### src/rtl/gate_pkg.sv
`default_nettype none
// ---------------------------------------------------------------------------
// gate_pkg : shared types, sizes and the golden equation of the 5-input gate
// Revision : 1.0
// ---------------------------------------------------------------------------
package gate_pkg;

    localparam int N_VEC = 32;
    localparam int VEC_W = 5;

    typedef enum logic [2:0] {
        ST_IDLE   = 3'd0,
        ST_DRIVE  = 3'd1,
        ST_SETTLE = 3'd2,
        ST_CHECK  = 3'd3,
        ST_DONE   = 3'd4
    } gate_state_t;

    // vec = {a,b,c,d,e}, a is the MSB
    function automatic logic gate_expected(input logic [VEC_W-1:0] vec);
        return ((vec[4] & vec[3]) ^ (vec[2] | vec[1])) | vec[0];
    endfunction

endpackage : gate_pkg
`default_nettype wire

### src/rtl/gate_exerciser.sv
`default_nettype none
// ---------------------------------------------------------------------------
// gate_exerciser : walks all 32 input vectors through the gate under test
//                  and scores its output against the golden equation.
// Revision       : 1.0
// ---------------------------------------------------------------------------
module gate_exerciser
    import gate_pkg::*;
#(
    parameter int SETTLE_CYCLES = 2,
    parameter int ERR_W         = 6
) (
    input  logic             i_clk,
    input  logic             i_rst,
    input  logic             i_start,
    input  logic             i_y,
    output logic             o_a,
    output logic             o_b,
    output logic             o_c,
    output logic             o_d,
    output logic             o_e,
    output logic             o_busy,
    output logic             o_done,
    output logic             o_pass,
    output logic [ERR_W-1:0] o_err_cnt,
    output logic             o_fail_valid,
    output logic [VEC_W-1:0] o_fail_vec
);

    localparam int               c_SET_W    = (SETTLE_CYCLES > 1) ? $clog2(SETTLE_CYCLES) : 1;
    localparam logic [c_SET_W-1:0] c_SET_LAST = c_SET_W'((SETTLE_CYCLES > 0) ? SETTLE_CYCLES - 1 : 0);
    localparam logic [VEC_W-1:0] c_VEC_LAST = VEC_W'(N_VEC - 1);

    gate_state_t        r_state;
    logic [VEC_W-1:0]   r_vec;
    logic [c_SET_W-1:0] r_set_cnt;
    logic [VEC_W-1:0]   r_stim;
    logic               r_busy;
    logic               r_done;
    logic               r_pass;
    logic [ERR_W-1:0]   r_err_cnt;
    logic               r_fail_valid;
    logic [VEC_W-1:0]   r_fail_vec;

    logic               w_mismatch;
    logic [ERR_W-1:0]   w_err_next;

    // The count including the current CHECK lets the last vector's miss reach o_pass
    assign w_mismatch = (i_y != gate_expected(r_vec));
    assign w_err_next = r_err_cnt + ERR_W'(w_mismatch);

    always_ff @(posedge i_clk) begin
        if (i_rst) begin
            r_state      <= ST_IDLE;
            r_vec        <= '0;
            r_set_cnt    <= '0;
            r_stim       <= '0;
            r_busy       <= 1'b0;
            r_done       <= 1'b0;
            r_pass       <= 1'b0;
            r_err_cnt    <= '0;
            r_fail_valid <= 1'b0;
            r_fail_vec   <= '0;
        end else begin
            r_done <= 1'b0;
            case (r_state)
                ST_IDLE: begin
                    r_busy <= 1'b0;
                    r_stim <= '0;
                    if (i_start) begin
                        r_state      <= ST_DRIVE;
                        r_busy       <= 1'b1;
                        r_vec        <= '0;
                        r_err_cnt    <= '0;
                        r_fail_valid <= 1'b0;
                        r_fail_vec   <= '0;
                        r_pass       <= 1'b0;
                    end
                end
                ST_DRIVE: begin
                    r_set_cnt <= '0;
                    if (SETTLE_CYCLES == 0) begin
                        r_state <= ST_CHECK;
                    end else begin
                        r_state <= ST_SETTLE;
                    end
                end
                ST_SETTLE: begin
                    if (r_set_cnt == c_SET_LAST) begin
                        r_state <= ST_CHECK;
                    end else begin
                        r_set_cnt <= r_set_cnt + c_SET_W'(1);
                    end
                end
                ST_CHECK: begin
                    r_err_cnt <= w_err_next;
                    if (w_mismatch && !r_fail_valid) begin
                        r_fail_valid <= 1'b1;
                        r_fail_vec   <= r_vec;
                    end
                    if (r_vec == c_VEC_LAST) begin
                        r_state <= ST_DONE;
                        r_done  <= 1'b1;
                        r_stim  <= '0;
                        r_pass  <= (w_err_next == '0);
                    end else begin
                        r_vec   <= r_vec + VEC_W'(1);
                        r_stim  <= r_vec + VEC_W'(1);
                        r_state <= ST_DRIVE;
                    end
                end
                ST_DONE: begin
                    r_busy  <= 1'b0;
                    r_state <= ST_IDLE;
                end
                default: begin
                    r_state <= ST_IDLE;
                end
            endcase
        end
    end

    assign o_a          = r_stim[4];
    assign o_b          = r_stim[3];
    assign o_c          = r_stim[2];
    assign o_d          = r_stim[1];
    assign o_e          = r_stim[0];
    assign o_busy       = r_busy;
    assign o_done       = r_done;
    assign o_pass       = r_pass;
    assign o_err_cnt    = r_err_cnt;
    assign o_fail_valid = r_fail_valid;
    assign o_fail_vec   = r_fail_vec;

endmodule : gate_exerciser
`default_nettype wire

### config.mk
export PLATFORM = sky130hd
export DESIGN_NAME = gate_exerciser
export DESIGN_NICKNAME = d
export VERILOG_FILES = /design/src/rtl/gate_pkg.sv /design/src/rtl/gate_exerciser.sv
export SDC_FILE = /design/constraint.sdc
export NUM_CORES = 1
export LEC_CHECK = 0
export ABC_AREA = 1
export ABC_CLOCK_PERIOD_IN_PS = 1800
export CAP_MARGIN = 20
export CORE_MARGIN = 10
export CORE_UTILIZATION = 45
export DETAILED_ROUTE_END_ITERATION = 16
export GPL_TIMING_DRIVEN = 0
export PLACE_DENSITY = 0.71
export SETUP_SLACK_MARGIN = 0.1
export SLEW_MARGIN = 10
export SYNTH_ARGS = -nofsm -noshare
export SYNTH_HDL_FRONTEND = slang
export SYNTH_SLANG_ARGS = --single-unit
### constraint.sdc
create_clock -name i_clk -period 1.8 [get_ports i_clk]
set_input_delay 0.18 -clock i_clk [delete_from_list [all_inputs] [get_ports i_clk]]
set_output_delay 0.18 -clock i_clk [all_outputs]
set_load 0.02 [all_outputs]
==> flow_summary.toml <==
[logic_synthesis]
yosysTopAreaCell = "dfxtp_1"
synth_ff_type = "dfxtp_1"
synth.most_common_cell = "nand2_1"
avgSynthCellArea_um2 = 7.50
syn_nets = 178
synthArstFlopShare_pct = 0
syn-instance-count = 170
yosys_warnings = 0
synth_area_um2 = 1270
synthTopCellsByCount = "nand2_1 (42), dfxtp_1 (29), a21oi_1 (27), nand3_1 (18), inv_1 (14)"
synth-seq-cells = 29
synth.top_cell.area_share_pct = 45.5
seq_area_frac_synth_pct = 45.5
yosys-top-cells-area = "dfxtp_1 (46%), nand2_1 (12%), a21oi_1 (11%)"
synth_edf_count = 0
synth.distinct_cells = 23

[clock_tree]
cts_tree = "built"
hold_buffers = 0
clkLatencyLatePin_ps = 340
cts_buffers = 5
htree_levels = 2
path_clk_slew_ps = 100
cts_buffer_depth = 2
clock-sinks = 29
cts_root_buffer = "clkbuf_4"

[sta]
layout_min_cycle_time_ps = 1810
rsz0062_at_grt = "true"
fmax_mhz = 553
setup-violations-final = 1
finalCritPeriodShare_pct = 100
fin_skew_ps = 17.6
worst_slack_ps = -8.12
worst_hold_slack_ps = 274
slew_viol_final = 0
worst_pin_slew_ps = 554
final-hold-violation-count = 0
slew_headroom_pct = 63.0

[cells_and_area]
layout-drive-gt1-share_pct = 23.3
finalInstanceArea_um2 = 1800
fin_nets = 217
antennaDiodeCount = 0
synthToLayoutAreaGrowth_pct = 41.0
fill_cells = 229

[pwr]
irDropWorstVdd_uv = 608
power_frac_comb_pct = 15.3
clkPwrFrac_pct = 30.9
swShare_pct = 30.6
switchingPower_uw = 383
p_int_uw = 868
seq_power_share_pct = 53.8
leakagePower_uw = 0.000685
powerDensity_nw_per_um2 = 696

[worst_setup_path]
cp-start-kind = "flip-flop"
r2r_cells = 11
path_depth = 11
worstSetupPathType = "flip-flop to flip-flop"
worstPathCellList = "o21ai_4 > nand3_2 > nand2_2 > nand2_4 > ha_4 > ha_4 > xnor2_2 > nand3_1 > nor2_1 > nand3_1 > a21oi_1"
slowest_delay_ps = 390
cp_top_family = "simple AND/OR/NAND/NOR gates"
slowest_stage = "dfxtp_4"
arrival_ps = 2080
timing.critical_path.buf_inv = 0
path_max_fanout = 3
rr_startpoint = "r_vec[2]"
critical_path_required_ps = 2070
cp-end-kind = "flip-flop"
r2r_slack_ps = -8
cp-startpoint = "r_vec[2]"

[drt]
ant_nets = 0
drc = 0
via_per_inst = 5.32
wl_mm = 3.55
routedWlPerCell_um = 14.7
drtPass1Iterations = 4
vias = 1283
drtIter0Drc = 84

[global_routing]
grt_overflow = 0
grt_usage_pct = 12.6
antenna_found_initial = 0
grt_start_max_net_pins = 11
grt_pass1_wl_mm = 5.38
grt_pass1_vias = 1195

[floorplanning]
start_util_pct = 46.6
fp.dieH_um = 73.2
die_area_um2 = 5360
fp.dieW_um = 73.2
num_rows = 19
coreArea_um2 = 2730
ios = 24

[worst_hold_path]
min_path_cells = 2
hp-class = "input port to flip-flop"
hold_start = "i_rst"

[status]
status = "finished, violations left"
violations = "setup timing"

[placement]
port_buffers = 22
place_area_um2 = 1590
gp_congestion = 0.893
dp_slack_ps = -78.5
hpwl_mm = 2.22

[job]
drv_cap = 0
registers in the layout, indices dropped and copies added (netlist names), 3 cells and up:
name and flops:
r_state 3, r_stim 5, o_err_cnt 6, r_vec 5, o_fail_vec 5
power groups by stage:
stage | clock network [uW] | registers [uW] | logic (uW)
after floorplan | 0 | 697 | 114
after global placement | 0 | 691 | 167
after detailed placement | 0 | 692 | 172
after CTS | 391 | 673 | 177
after global routing | 416 | 675 | 215
final | 387 | 673 | 192
what timing repair did:
| action | 4_1_cts | 5_1_grt |
|---|---|---|
| setup buffers | 9 | 2 |
| pin swaps | 9 | 10 |
| endpoints found under the hold margin | 0 | 0 |
| gates resized for setup | 8 | 18 |
| setup endpoints to repair | 5 | 18 |
per-layer routing:
| layer | track usage [%] | routed length (um) |
|---|---|---|
| met1 | 14.8 | 1530 |
| met2 | 19.1 | 1700 |
| met3 | 4.35 | 244 |
| met4 | 7.81 | 74 |
| met5 | 0 | 0 |
placed cells by master, fill, tap and decap left out:
master / n
clkbuf_4: 5
ha_4: 2
inv_2: 3
clkdlybuf4s50_1: 22
o22ai_1: 1
nand3_4: 1
dfxtp_4: 4
nand3_2: 8
a211oi_1: 1
nor3_1: 2
xnor2_2: 3
ha_1: 2
nand2_4: 1
o21ai_1: 1
xor2_1: 1
nor2_1: 8
nand4_1: 3
nand2_1: 40
or2_4: 1
buf_4: 11
dfxtp_1: 24
nor4_2: 1
clkinv_2: 2
clkbuf_1: 4
buf_2: 1
nand2_2: 3
nor2_4: 1
o21ai_4: 1
dfxtp_2: 1
inv_1: 13
a21oi_1: 27
nand3_1: 11
o21ai_0: 1
per-stage QoR:
step	setup TNS, ps	total power, uW	util (%)	std cells
floorplan	0	811	-	170
global placement	-87.2	858	58.0	223
detailed placement	-78.5	865	58.0	223
CTS	0	1240	62.5	239
global route	-364	1310	65.8	241
finish	-8.12	1250	65.8	241
logic make-up after synthesis:
logic type                 after synthesis  synth area share (%)
and+or+nand+nor                         80                  28.6
buffers and inverters                   21                  6.38
AOI/OAI and AO/OA                       32                  12.9
adders and majority gates                4                  3.93
DFF                                     29                  45.5
xor gates and xnor gates                 4                  2.75
final timing paths:
kind / endpoint
min reg2reg: r_stim[3]
min: o_done
max: o_pass
max reg2reg: o_pass
final cells by class:
cell class	count	area (um2)	area share (%)
Multi-Input combinational cell	120	732	40.7
Sequential cell	29	597	33.2
Timing Repair Buffer	33	303	16.8
Inverter	16	60.1	3.34
Clock buffer	6	41.3	2.30
Tap cell	31	38.8	2.16
Buffer	4	16.3	0.905
Clock inverter	2	10.0	0.557
Note: power is estimated with default switching activity, not from simulation.
